**src/rtl/pong_match_ctrl_pkg.sv**
```systemverilog
// Shared types and field positions for the Pong match controller: FSM state codes,
// custom-instruction opcodes, command/status word layout and small helpers.
package pong_match_ctrl_pkg;

    typedef enum logic [2:0] {
        ST_IDLE  = 3'd0,
        ST_SERVE = 3'd1,
        ST_PLAY  = 3'd2,
        ST_POINT = 3'd3,
        ST_OVER  = 3'd4
    } state_t;

    typedef enum logic [1:0] {
        OP_PADDLE = 2'b00,
        OP_STATUS = 2'b01,
        OP_START  = 2'b10,
        OP_ABORT  = 2'b11
    } op_t;

    // Command word fields
    localparam int OP_MSB      = 12;
    localparam int OP_LSB      = 11;
    localparam int BAR_SEL_BIT = 10;
    localparam int Y_MSB       = 8;

    // Status word fields
    localparam int ST_STATE_LSB  = 24;
    localparam int ST_OVER_BIT   = 16;
    localparam int ST_SCORE2_LSB = 8;
    localparam int ST_SCORE1_LSB = 0;

    function automatic logic [31:0] status_word(input state_t st, input logic over,
                                                input logic [7:0] s2, input logic [7:0] s1);
        logic [31:0] w;
        w = '0;
        w[ST_STATE_LSB +: 3]  = st;
        w[ST_OVER_BIT]        = over;
        w[ST_SCORE2_LSB +: 8] = s2;
        w[ST_SCORE1_LSB +: 8] = s1;
        return w;
    endfunction

    function automatic logic [8:0] clamp_y(input logic [8:0] y, input logic [8:0] y_max);
        return (y > y_max) ? y_max : y;
    endfunction

endpackage

```
**src/rtl/pong_paddle_shadow.sv**
```systemverilog
// Per-bar shadow register: clamps written y, holds it pending, and applies it to the
// visible bar position only on a frame tick so the bar never tears mid-frame.
module pong_paddle_shadow #(
    parameter logic [8:0] Y_MAX  = 9'd416,
    parameter logic [8:0] Y_INIT = 9'd208
) (
    input  logic       clk,
    input  logic       rst,
    input  logic       wr_en,
    input  logic [8:0] wr_y,
    input  logic       clr,
    input  logic       tick,
    output logic [8:0] y,
    output logic       refresh
);
    import pong_match_ctrl_pkg::*;

    logic [8:0] pending_d, pending_q;
    logic [8:0] y_d, y_q;
    logic       flag_d, flag_q;
    logic       refresh_d, refresh_q;

    // NOTE: every always_comb output gets a default first, otherwise a latch is inferred.
    always_comb begin
        pending_d = pending_q;
        flag_d    = flag_q;
        y_d       = y_q;
        refresh_d = 1'b0;

        // The tick consumes the value pending before this cycle; a write landing on
        // the same edge re-arms the flag and waits for the next tick.
        if (tick && flag_q && !clr) begin
            y_d       = pending_q;
            refresh_d = 1'b1;
            flag_d    = 1'b0;
        end
        if (clr) begin
            flag_d = 1'b0;
        end
        if (wr_en) begin
            pending_d = clamp_y(wr_y, Y_MAX);
            flag_d    = 1'b1;
        end
    end

    // NOTE: sequential state uses non-blocking assignments so all flops update together.
    always_ff @(posedge clk) begin
        if (rst) begin
            pending_q <= Y_INIT;
            flag_q    <= 1'b0;
            y_q       <= Y_INIT;
            refresh_q <= 1'b0;
        end else begin
            pending_q <= pending_d;
            flag_q    <= flag_d;
            y_q       <= y_d;
            refresh_q <= refresh_d;
        end
    end

    assign y       = y_q;
    assign refresh = refresh_q;

endmodule

```
**src/rtl/pong_match_ctrl.sv**
```systemverilog
// Pong match sequencer: Nios custom-instruction front end, serve/play/point/over FSM,
// score keeping, and two tear-free paddle shadow registers.
module pong_match_ctrl #(
    parameter logic [8:0] Y_MAX        = 9'd416,
    parameter logic [8:0] Y_INIT       = 9'd208,
    parameter logic [7:0] WIN_SCORE    = 8'd7,
    parameter logic [7:0] SERVE_FRAMES = 8'd60
) (
    input  logic        CLK,
    input  logic        RST_BTN,
    input  logic        CLK_EN,
    input  logic [31:0] dataa,
    output logic [31:0] result,
    output logic        done,
    input  logic        frame_tick,
    input  logic        miss_l,
    input  logic        miss_r,
    output logic [8:0]  yBar1,
    output logic [8:0]  yBar2,
    output logic        refreshBar1,
    output logic        refreshBar2,
    output logic        ball_rst,
    output logic        ball_en,
    output logic        game_over
);
    import pong_match_ctrl_pkg::*;

    op_t         op;
    logic        cmd_write, cmd_start, cmd_abort;
    logic        wr_bar1, wr_bar2;
    logic        serve_entry;

    state_t      state_d, state_q;
    logic [7:0]  score1_d, score1_q;
    logic [7:0]  score2_d, score2_q;
    logic [7:0]  frame_cnt_d, frame_cnt_q;
    logic        ball_rst_d, ball_rst_q;
    logic        ball_en_d, ball_en_q;
    logic        game_over_d, game_over_q;
    logic        done_d, done_q;
    logic [31:0] result_d, result_q;

    logic unused_dataa;
    assign unused_dataa = ^{dataa[31:13], dataa[9]};

    always_comb begin
        op        = op_t'(dataa[OP_MSB:OP_LSB]);
        cmd_write = CLK_EN && (op == OP_PADDLE);
        cmd_start = CLK_EN && (op == OP_START);
        cmd_abort = CLK_EN && (op == OP_ABORT);
        wr_bar1   = cmd_write && !dataa[BAR_SEL_BIT];
        wr_bar2   = cmd_write &&  dataa[BAR_SEL_BIT];
    end

    always_comb begin
        state_d     = state_q;
        score1_d    = score1_q;
        score2_d    = score2_q;
        frame_cnt_d = frame_cnt_q;

        case (state_q)
            ST_IDLE: begin
                if (cmd_start) state_d = ST_SERVE;
            end
            ST_SERVE: begin
                if (frame_tick) begin
                    frame_cnt_d = frame_cnt_q - 8'd1;
                    if (frame_cnt_q <= 8'd1) state_d = ST_PLAY;
                end
            end
            ST_PLAY: begin
                if (miss_l && miss_r) begin
                    state_d = ST_SERVE;
                end else if (miss_l) begin
                    if (score2_q < WIN_SCORE) score2_d = score2_q + 8'd1;
                    state_d = ST_POINT;
                end else if (miss_r) begin
                    if (score1_q < WIN_SCORE) score1_d = score1_q + 8'd1;
                    state_d = ST_POINT;
                end
            end
            ST_POINT: begin
                state_d = (score1_q == WIN_SCORE || score2_q == WIN_SCORE) ? ST_OVER : ST_SERVE;
            end
            ST_OVER: begin
                if (cmd_start) begin
                    score1_d = 8'd0;
                    score2_d = 8'd0;
                    state_d  = ST_SERVE;
                end
            end
            default: state_d = ST_IDLE;
        endcase

        if (cmd_abort) begin
            state_d  = ST_IDLE;
            score1_d = 8'd0;
            score2_d = 8'd0;
        end

        // Every way into SERVE re-centres the ball and restarts the serve delay.
        serve_entry = (state_d == ST_SERVE) && (state_q != ST_SERVE);
        if (serve_entry) frame_cnt_d = SERVE_FRAMES;

        ball_rst_d  = serve_entry;
        ball_en_d   = (state_d == ST_PLAY);
        game_over_d = (state_d == ST_OVER);

        // Status reflects the state before this cycle's command takes effect.
        done_d   = CLK_EN;
        result_d = CLK_EN ? status_word(state_q, game_over_q, score2_q, score1_q) : 32'd0;
    end

    always_ff @(posedge CLK) begin
        if (RST_BTN) begin
            state_q     <= ST_IDLE;
            score1_q    <= 8'd0;
            score2_q    <= 8'd0;
            frame_cnt_q <= 8'd0;
            ball_rst_q  <= 1'b0;
            ball_en_q   <= 1'b0;
            game_over_q <= 1'b0;
            done_q      <= 1'b0;
            result_q    <= 32'd0;
        end else begin
            state_q     <= state_d;
            score1_q    <= score1_d;
            score2_q    <= score2_d;
            frame_cnt_q <= frame_cnt_d;
            ball_rst_q  <= ball_rst_d;
            ball_en_q   <= ball_en_d;
            game_over_q <= game_over_d;
            done_q      <= done_d;
            result_q    <= result_d;
        end
    end

    pong_paddle_shadow #(.Y_MAX(Y_MAX), .Y_INIT(Y_INIT)) u_bar1 (
        .clk     (CLK),
        .rst     (RST_BTN),
        .wr_en   (wr_bar1),
        .wr_y    (dataa[Y_MSB:0]),
        .clr     (cmd_abort),
        .tick    (frame_tick),
        .y       (yBar1),
        .refresh (refreshBar1)
    );

    pong_paddle_shadow #(.Y_MAX(Y_MAX), .Y_INIT(Y_INIT)) u_bar2 (
        .clk     (CLK),
        .rst     (RST_BTN),
        .wr_en   (wr_bar2),
        .wr_y    (dataa[Y_MSB:0]),
        .clr     (cmd_abort),
        .tick    (frame_tick),
        .y       (yBar2),
        .refresh (refreshBar2)
    );

    assign result    = result_q;
    assign done      = done_q;
    assign ball_rst  = ball_rst_q;
    assign ball_en   = ball_en_q;
    assign game_over = game_over_q;

endmodule
```
**config.mk**
```make
export PLATFORM = sky130hd
export DESIGN_NAME = pong_match_ctrl
export DESIGN_NICKNAME = d
export VERILOG_FILES = /design/src/rtl/pong_match_ctrl_pkg.sv /design/src/rtl/pong_paddle_shadow.sv /design/src/rtl/pong_match_ctrl.sv
export SDC_FILE = /design/constraint.sdc
export NUM_CORES = 1
export LEC_CHECK = 0
export ABC_AREA = 1
export BUFFER_PORTS_ARGS = -buffer_cell sky130_fd_sc_hd__buf_2
export CORE_ASPECT_RATIO = 2
export CORE_MARGIN = 4
export CORE_UTILIZATION = 50
export CTS_CLUSTER_DIAMETER = 200
export DETAILED_ROUTE_END_ITERATION = 10
export GPL_ROUTABILITY_DRIVEN = 0
export PLACE_DENSITY = 0.76
export SLEW_MARGIN = 20
export SYNTH_ARGS = -nofsm -noshare
export SYNTH_HDL_FRONTEND = slang
export SYNTH_SLANG_ARGS = --single-unit
export TNS_END_PERCENT = 50
```
**constraint.sdc**
```tcl
create_clock -name CLK -period 1.6 [get_ports CLK]
set_input_delay 0.4 -clock CLK [delete_from_list [all_inputs] [get_ports CLK]]
set_output_delay 0.4 -clock CLK [all_outputs]
set_load 0.1 [all_outputs]
```
# Yosys cells after proc, flatten, opt, wreduce, memory -nomap -nowiden
# Cells that the tools add are included.
[op_classes]
bitwise_logic = 1
multipliers = 0
n_lt_le_gt_ge = 4
n_reduce_logical = 29
n_eq_ne = 19
div = 0
shifts = 0
add_sub_neg = 3
mux = 31
[op_table]
columns = ["operator", "n"]
rows = [
  ["8-bit 2-to-1 mux", 8],
  ["8-bit one-hot mux with 2 select lines", 2],
  ["3-bit 2-to-1 mux", 8],
  ["6-bit 2-to-1 mux", 3],
  ["8-bit by 1-bit adder with 8-bit output, second input constant", 2],
  ["8-bit by 3-bit == test with 1-bit output, second input constant", 2],
  ["8-bit by 3-bit less-than comparator with 1-bit output, second input constant", 2],
  ["2-bit != test, second input constant", 7],
  ["3-bit one-hot mux with 4 select lines", 1],
  ["1-bit logical AND", 11],
  ["3-bit by 2-bit == test with 1-bit output, second input constant", 3],
  ["9-bit greater-than comparator, second input constant", 1],
  ["9-bit 2-to-1 mux", 1],
  ["8-bit by 1-bit less-or-equal comparator with 1-bit output, second input constant", 1],
  ["1-bit 2-to-1 mux", 8],
  ["2-bit OR reduction", 4],
  ["8-bit by 1-bit subtractor with 8-bit output, second input constant", 1],
  ["3-bit by 1-bit == test with 1-bit output, second input constant", 2],
  ["3-bit == test, second input constant", 2],
  ["6-bit AND reduction", 1],
  ["2-bit nonzero test", 3],
  ["3-bit nonzero test", 2],
  ["5-bit AND reduction", 1],
  ["2-bit == test, second input constant", 2],
  ["7 further kinds", 9],
]
[totals]
mem_bits_ro = 0
ramBits = 0
inputBits = 38
latch_bits = 0
register_bits = 103
memories = 0
out_inout_bits = 56

# Logic depth before layout (Yosys ltp)
# Gate-level depths: netlist of the first run.
[logic_depth]
depth_word = 9
depth_mapped = 10
ltp_nobuf = 10

# Hierarchy
# A second synthesis of the first run with hierarchy kept.
[hier_totals]
hier_cells = 478
hier_area_um2 = 3818.7
[modules_own_cells]
columns = ["mod", "cells_each", "area_each_um2", "instances"]
rows = [
  ["pong_match_ctrl", 274, 2227.1, 1],
  ["pong_paddle_shadow", 102, 795.8, 2],
]

# Worst setup path after synthesis of the first run
# OpenSTA, ideal clock, no wires.
[synth_timing]
path_type = "register -> register"
startpoint = "reg frame_cnt_q[0]"
endpoint = "reg frame_cnt_q[0]"
stages_incl_launch_ff = 11
slack_ps = 259
n_path_buf = 0
synth_period_minus_slack_ps = 1341
setup_time_ps = 116
arrival_ps = 1226
required_time_ps = 1484
path_cell_list = "dfxtp_1 inv_1 ha_1 nor2_1 nor2_1 nand3_1 nand2_1 nand3_2 nand4_2 nand2_2 nor2_1"
[synth_between]
elab_chain_cells = 8
[synth_lines]
columns = ["item", "line_no", "rtl"]
rows = [
  ["from (decl)", "pong_match_ctrl.sv:36", "logic [7:0] frame_cnt_d, frame_cnt_q;"],
  ["from (signal assigned)", "pong_match_ctrl.sv:129", "frame_cnt_q <= frame_cnt_d;"],
  ["8-bit by 1-bit less-or-equal comparator with 1-bit output", "pong_match_ctrl.sv:68", "if (frame_cnt_q <= 8'd1) state_d = ST_PLAY;"],
  ["3-bit 2-to-1 mux", "pong_match_ctrl.sv:68", ""],
  ["3-bit 2-to-1 mux", "pong_match_ctrl.sv:66", "if (frame_tick) begin"],
  ["3-bit one-hot mux with 4 select lines", "pong_match_ctrl.sv:61", "case (state_q)"],
  ["3-bit 2-to-1 mux", "pong_match_ctrl.sv:95", "if (cmd_abort) begin"],
  ["3-bit by 1-bit == test with 1-bit output", "pong_match_ctrl.sv:102", "serve_entry = (state_d == ST_SERVE) && (state_q != ST_SERVE);"],
  ["1-bit logical AND", "pong_match_ctrl.sv:102", ""],
  ["2-bit OR reduction (no source line)", "n/a", ""],
]
# Several ways; a longest one is shown, not always the timed one.
# A chain may end at the register's enable or synchronous reset.

# Final worst setup path of the first run
[layout_timing]
startpoint = "reg u_bar2.y_q[6] (netlist: u_bar2.y[6])"
endpoint = "out yBar2[6]"
[layout_rtl]
columns = ["item", "line_no", "rtl"]
rows = [
  ["from (decl)", "pong_paddle_shadow.sv:19", "logic [8:0] y_d, y_q;"],
  ["from (signal assigned)", "pong_paddle_shadow.sv:56", "y_q <= y_d;"],
  ["to (decl)", "pong_match_ctrl.sv:19", "output logic [8:0] yBar2,"],
]
# No word-level cell between the ends.

==> flow_metrics.py, run 1 <==
metrics = {
    "status": {
        "outcome": "finished, final reports clean",
    },
    "worst_setup_path": {
        "endpoint_kind": "primary output",
        "ff2ff_path_depth": 10,
        "crit_chain": "buf_2",
        "critPathLaunchType": "flip-flop",
        "rr_endpoint": "frame_cnt_q[6]",
        "cp_slowest_cell": "buf_2",
        "ff2ff_setup_slack_ns": 0.12,
        "crit_cells": 1,
        "crit_start": "u_bar2.y[6]",
        "timing.rr.start": "frame_cnt_q[0]",
        "worstPathMaxFanout": 2,
        "cp_data_arrival_time_ns": 1.11,
        "crit_end": "yBar2[6]",
        "cp_top_family": "buffers and inverters",
        "worstSetupPathType": "flip-flop to primary output",
        "cp_num_buf_inv": 1,
        "max_stage_delay_ns": 0.43,
        "required_ns": 1.20,
    },
    "flow_run": {
        "drv_cap": 0,
    },
    "routing": {
        "drt_iter0_markers": 156,
        "drc_errors": 0,
        "antenna_left": 0,
        "drt-pass1-iter-count": 4,
        "wirelength_mm": 7.56,
        "vias": 2964,
        "wl_per_cell_um": 12.6,
        "viasPerCell": 4.92,
    },
    "global_routing": {
        "overflow": 0,
        "grt_pass1_vias": 2905,
        "grt_usage": 0.193,
        "grt_pass1_wl_mm": 12.4,
        "antenna_found_initial": 0,
        "grt_max_degree": 22,
    },
    "floorplanning": {
        "die_h_um": 126,
        "fp.dieW_um": 67.2,
        "dieArea_um2": 8500,
        "core-area_um2": 6890,
        "ioPinCount": 94,
        "start_util": 0.509,
        "rows": 43,
    },
    "timing": {
        "skew_ns": 0.00481,
        "period_needed_ns": 1.51,
        "maxSlewViolCount": 0,
        "setup_violations": 0,
        "finalHoldViolCount": 0,
        "setup_ws_ns": 0.0868,
        "period_share": 0.946,
        "max_freq_mhz": 661,
        "finalSetupTns_ns": 0,
        "holdWs_ns": 0.315,
    },
    "power_and_ir_drop": {
        "p_leak_uw": 0.00194,
        "max-vdd-ir-drop_uv": 668,
        "powerDensity_nw_per_um2": 1140,
    },
    "synth": {
        "async_flop_share": 0,
        "post-synth-top-count-cell": "dfxtp_1",
        "syn-instance-count": 438,
        "synth_common_cells": "91 x dfxtp_1, 76 x nor2_1, 60 x nand2_1",
        "synth_edf_count": 0,
        "syn_avg_cell_area_um2": 8.01,
        "ys_ff_latch": 91,
        "ys_warn_count": 0,
        "yosysTopAreaCell": "dfxtp_1",
        "synth_ff_type": "dfxtp_1",
        "synth_cell_type_count": 34,
        "synth-seq-area-share": 0.519,
        "synth_area_leaders": "dfxtp_1 52%, nor2_1 8.1%, nand2_1 6.4%",
        "synth_top_area_frac": 0.519,
        "syn_area_um2": 3510,
    },
    "placed_design": {
        "dp_slack_ns": -0.00360,
        "port_buffers": 61,
        "dp_hpwl_mm": 5.83,
    },
    "min_path": {
        "hp-class": "input port to flip-flop",
    },
    "final_layout": {
        "synthToLayoutAreaGrowth_pct": 19.9,
        "fin_util": 0.611,
        "fin_nets": 551,
        "n_antenna_cell": 0,
        "layout-drive-gt1-share": 0.221,
    },
    "clock_tree": {
        "cts_hold_buf": 0,
        "clock-root-buffer": "clkbuf_16",
        "numClockSinks": 91,
        "cts_buffers": 9,
        "ctsHtreeMaxLevel": 3,
        "cts_tree": "built",
        "clk_latency_ns": 0.34,
        "clk_path_buf_depth": 2,
        "clkTransAtPathRegs_ns": 0.06,
    },
}
layout by cell type (no fill, tap or decap), types with 2 or more instances in the layout:
cell type,n
dfxtp_1,91
nor2_1,76
buf_2,61
nand2_1,60
inv_1,50
o21ai_0,26
a21oi_1,26
nand3_1,25
conb_1,12
buf_4,12
nor3_1,10
clkbuf_16,9
xor2_1,7
nand4_1,6
nand3_2,5
inv_2,4
nand2_2,4
ha_1,3
clkinv_2,3
a21oi_2,2
nor2_4,2
clkbuf_8,2
worst min path at each step:
stage,startpoint,to,slack [ns],cells after the start
3_5_place_dp,game_over,result[16],0.42,2
5_1_grt,dataa[7],u_bar1.pending_q[7],0.33,3
2_1_floorplan,u_bar1.pending_q[4],u_bar1.y[4],0.43,2
6_report,dataa[4],u_bar1.pending_q[4],0.31,3
4_1_cts,dataa[4],u_bar1.pending_q[4],0.30,3
3_3_place_gp,game_over,result[16],0.42,2
flip-flops by register name, summed over array words and instances (netlist names):
register / flops
state_q: 3
score1_q: 8
u_bar2.flag_q: 1
frame_cnt_q: 8
ball_rst: 1
u_bar2.y: 9
done: 1
u_bar1.pending_q: 9
score2_q: 8
ball_en: 1
u_bar1.y: 9
game_over: 1
u_bar2.refresh: 1
u_bar1.refresh: 1
u_bar2.pending_q: 9
u_bar1.flag_q: 1
result: 20
area by class of cell:
type | instances | area [um2]
clock inverter | 3 | 15.0
inverter | 56 | 213
timing repair buffer | 73 | 395
clock buffer | 11 | 253
sequential | 91 | 1820
fill | 675 | 2680
tap | 90 | 113
multi-input combinational | 278 | 1400
kinds of logic after synthesis:
kind of cell | after synthesis | share of synthesized area
AOI/OAI and AO/OA | 58 | 0.0863
xor gates and xnor gates | 7 | 0.0175
adders and majority gates | 4 | 0.0143
buffers and inverters | 80 | 0.102
DFF | 91 | 0.519
muxes | 1 | 0.00285
other | 1 | 0.00107
and+or+nand+nor | 196 | 0.257
where the power goes:
group          leakage [uW]  internal, uW  switching, uW
Sequential         0.000736          2320           28.5
Combinational       0.00106           117            416
Clock              0.000137          1110            795
per-stage QoR:
step	instance area (um2)	std cells	power (uW)
finish	4210	602	4780
global route	4210	602	4950
CTS	4180	601	4810
detailed placement	3910	587	2910
global placement	3910	587	2900
floorplan	3550	449	2820
routing by layer:
layer / global-route usage / part of all wire / vias up
met5: 0 / 0 / -
met4: 0.133 / 0.047 / 0
met3: 0.0452 / 0.044 / 26
met2: 0.352 / 0.56 / 73
met1: 0.178 / 0.35 / 1363
li1: - / - / 1502
what timing repair did:
item	CTS	global route
pin swaps	0	2
endpoints found under the setup margin	4	10
setup buffers	0	1
resized for setup	1	4
cloned	0	0
(Power assumes the default switching activity.)
==> run 2: changes to the inputs <==
--- a/config.mk
+++ b/config.mk
@@ -10,6 +10,7 @@
 export CORE_ASPECT_RATIO = 2
 export CORE_MARGIN = 4
 export CORE_UTILIZATION = 50
+export CTS_BUF_LIST = sky130_fd_sc_hd__clkbuf_16
 export CTS_CLUSTER_DIAMETER = 200
 export DETAILED_ROUTE_END_ITERATION = 10
 export GPL_ROUTABILITY_DRIVEN = 0
==> run 2 against run 1 <==
  * Sequential share of layout area up 0.21 points
  * Non-clock buffer count unchanged
  * Die area unchanged
  * Cell count unchanged
  * Via count about the same
  * Sequential power about the same
  * Register-to-register slack about the same
  * Critical path depth unchanged
  * Utilization down 0.29 points
  * Final area down 0.48%
  * Fmax about the same
  * Critical endpoint unchanged
  * Highest routed layer unchanged
==> flow_metrics.py, run 2 (synthesized netlist as in run 1, its figures left out) <==
metrics = {
    "worst_setup_path": {
        "timing.rr.start": "frame_cnt_q[0]",
        "rr_endpoint": "frame_cnt_q[6]",
        "ff2ff_path_depth": 10,
        "critPathLaunchType": "flip-flop",
        "cp_top_family": "buffers and inverters",
        "max_stage_delay_ns": 0.43,
        "endpoint_kind": "primary output",
        "worstPathMaxFanout": 2,
        "crit_chain": "buf_2",
        "cp_data_arrival_time_ns": 1.11,
        "cp_slowest_cell": "buf_2",
        "worstSetupPathType": "flip-flop to primary output",
        "ff2ff_setup_slack_ns": 0.12,
        "cp_num_buf_inv": 1,
        "crit_start": "u_bar2.y[6]",
        "required_ns": 1.20,
    },
    "final_layout": {
        "instances_no_fill": 602,
        "n_antenna_cell": 0,
        "n_fill_cell": 677,
        "final_common_cell": "dfxtp_1",
        "synthToLayoutAreaGrowth_pct": 19.3,
        "layout_common_cells": "91 x dfxtp_1, 76 x nor2_1, 61 x buf_2, 60 x nand2_1, 50 x inv_1",
        "fin_nets": 551,
        "largest_register_ffs": 20,
        "layout-drive-gt1-share": 0.217,
    },
    "min_path": {
        "whs_path_depth": 3,
        "hp-start": "dataa[4]",
        "holdPathEnd": "u_bar1.pending_q[4]",
        "hp-class": "input port to flip-flop",
    },
    "routing": {
        "antenna_left": 0,
        "drt-pass1-iter-count": 4,
        "drt_iter0_markers": 186,
        "vias": 2966,
        "wirelength_mm": 7.59,
        "viasPerCell": 4.93,
        "drc_errors": 0,
        "wl_per_cell_um": 12.6,
    },
    "timing": {
        "period_needed_ns": 1.51,
        "setup_violations": 0,
        "period_share": 0.946,
        "maxSlewViolCount": 0,
        "max_freq_mhz": 660,
        "finalHoldViolCount": 0,
        "skew_ns": 0.00520,
        "finalSetupTns_ns": 0,
        "setup_ws_ns": 0.0859,
    },
    "floorplanning": {
        "start_util": 0.509,
        "fp.dieW_um": 67.2,
        "rows": 43,
        "core-area_um2": 6890,
        "die_h_um": 126,
        "ioPinCount": 94,
        "dieArea_um2": 8500,
    },
    "global_routing": {
        "grt_max_degree": 22,
        "grt_pass1_wl_mm": 12.3,
        "grt_usage": 0.192,
        "grt_pass1_vias": 2907,
        "overflow": 0,
        "antenna_found_initial": 0,
    },
    "clock_tree": {
        "numClockSinks": 91,
        "clock-root-buffer": "clkbuf_16",
        "cts_tree": "built",
        "ctsHtreeMaxLevel": 3,
        "clk_latency_ns": 0.34,
        "clk_path_buf_depth": 2,
        "clkTransAtPathRegs_ns": 0.06,
        "cts_buffers": 9,
        "cts_hold_buf": 0,
    },
    "placed_design": {
        "dp_slack_ns": -0.00360,
        "port_buffers": 61,
        "dp.cells": 587,
        "dp_hpwl_mm": 5.83,
    },
    "flow_run": {
        "drv_cap": 0,
    },
    "status": {
        "outcome": "finished, final reports clean",
    },
    "power_and_ir_drop": {
        "p_leak_uw": 0.00192,
        "max-vdd-ir-drop_uv": 668,
        "powerDensity_nw_per_um2": 1120,
    },
}
[run 2: cell count changes in the layout (fill, tap and decap cells not counted), sizes merged]
cell / delta
clkbuf: -2
clkinv: +2
[run 2: power breakdown]
part / total (uW) / internal [uW] / switching (uW)
logic: 534 / 117 / 416
registers: 2340 / 2320 / 28.5
clock network: 1810 / 1010 / 793
[run 2: cell type report]
| cell class | instances | area [um2] | area share |
|---|---|---|---|
| Clock inverter | 5 | 22.5 | 0.00538 |
| Inverter | 56 | 213 | 0.0508 |
| Multi-Input combinational cell | 278 | 1400 | 0.333 |
| Clock buffer | 9 | 225 | 0.0538 |
| Timing Repair Buffer | 73 | 395 | 0.0945 |
| Tap cell | 90 | 113 | 0.0269 |
| Sequential cell | 91 | 1820 | 0.435 |
[run 2: worst max path at each step]
stage / endpoint / cells after the start
4_1_cts: frame_cnt_q[6] / 10
2_1_floorplan: frame_cnt_q[0] / 10
3_3_place_gp: frame_cnt_q[7] / 10
3_5_place_dp: frame_cnt_q[0] / 10
6_report: yBar2[6] / 1
5_1_grt: frame_cnt_q[6] / 10
[run 2: what timing repair did]
action / 4_1_cts / 5_1_grt
pin swaps: 0 / 2
hold endpoints to repair: 0 / 0
endpoints found under the setup margin: 4 / 10
resized for setup: 1 / 4
setup buffers: 0 / 1
gates cloned: 0 / 0
[run 2: through the flow]
step / cell area, um2 / power (uW) / utilization / hold slack [ns]
CTS: 4160 / 4710 / 0.604 / 0.305
global placement: 3910 / 2900 / 0.567 / 0.416
floorplan: 3550 / 2820 / - / 0.429
global route: 4190 / 4850 / 0.608 / 0.327
detailed placement: 3910 / 2910 / 0.567 / 0.421
finish: 4190 / 4680 / 0.608 / 0.314
[run 2: routing by layer]
metal / vias up / routed length (um) / track usage
met5: - / 0 / 0
met4: 0 / 354 / 0.136
met3: 27 / 355 / 0.0452
met2: 82 / 4260 / 0.349
met1: 1354 / 2630 / 0.175
li1: 1503 / - / -
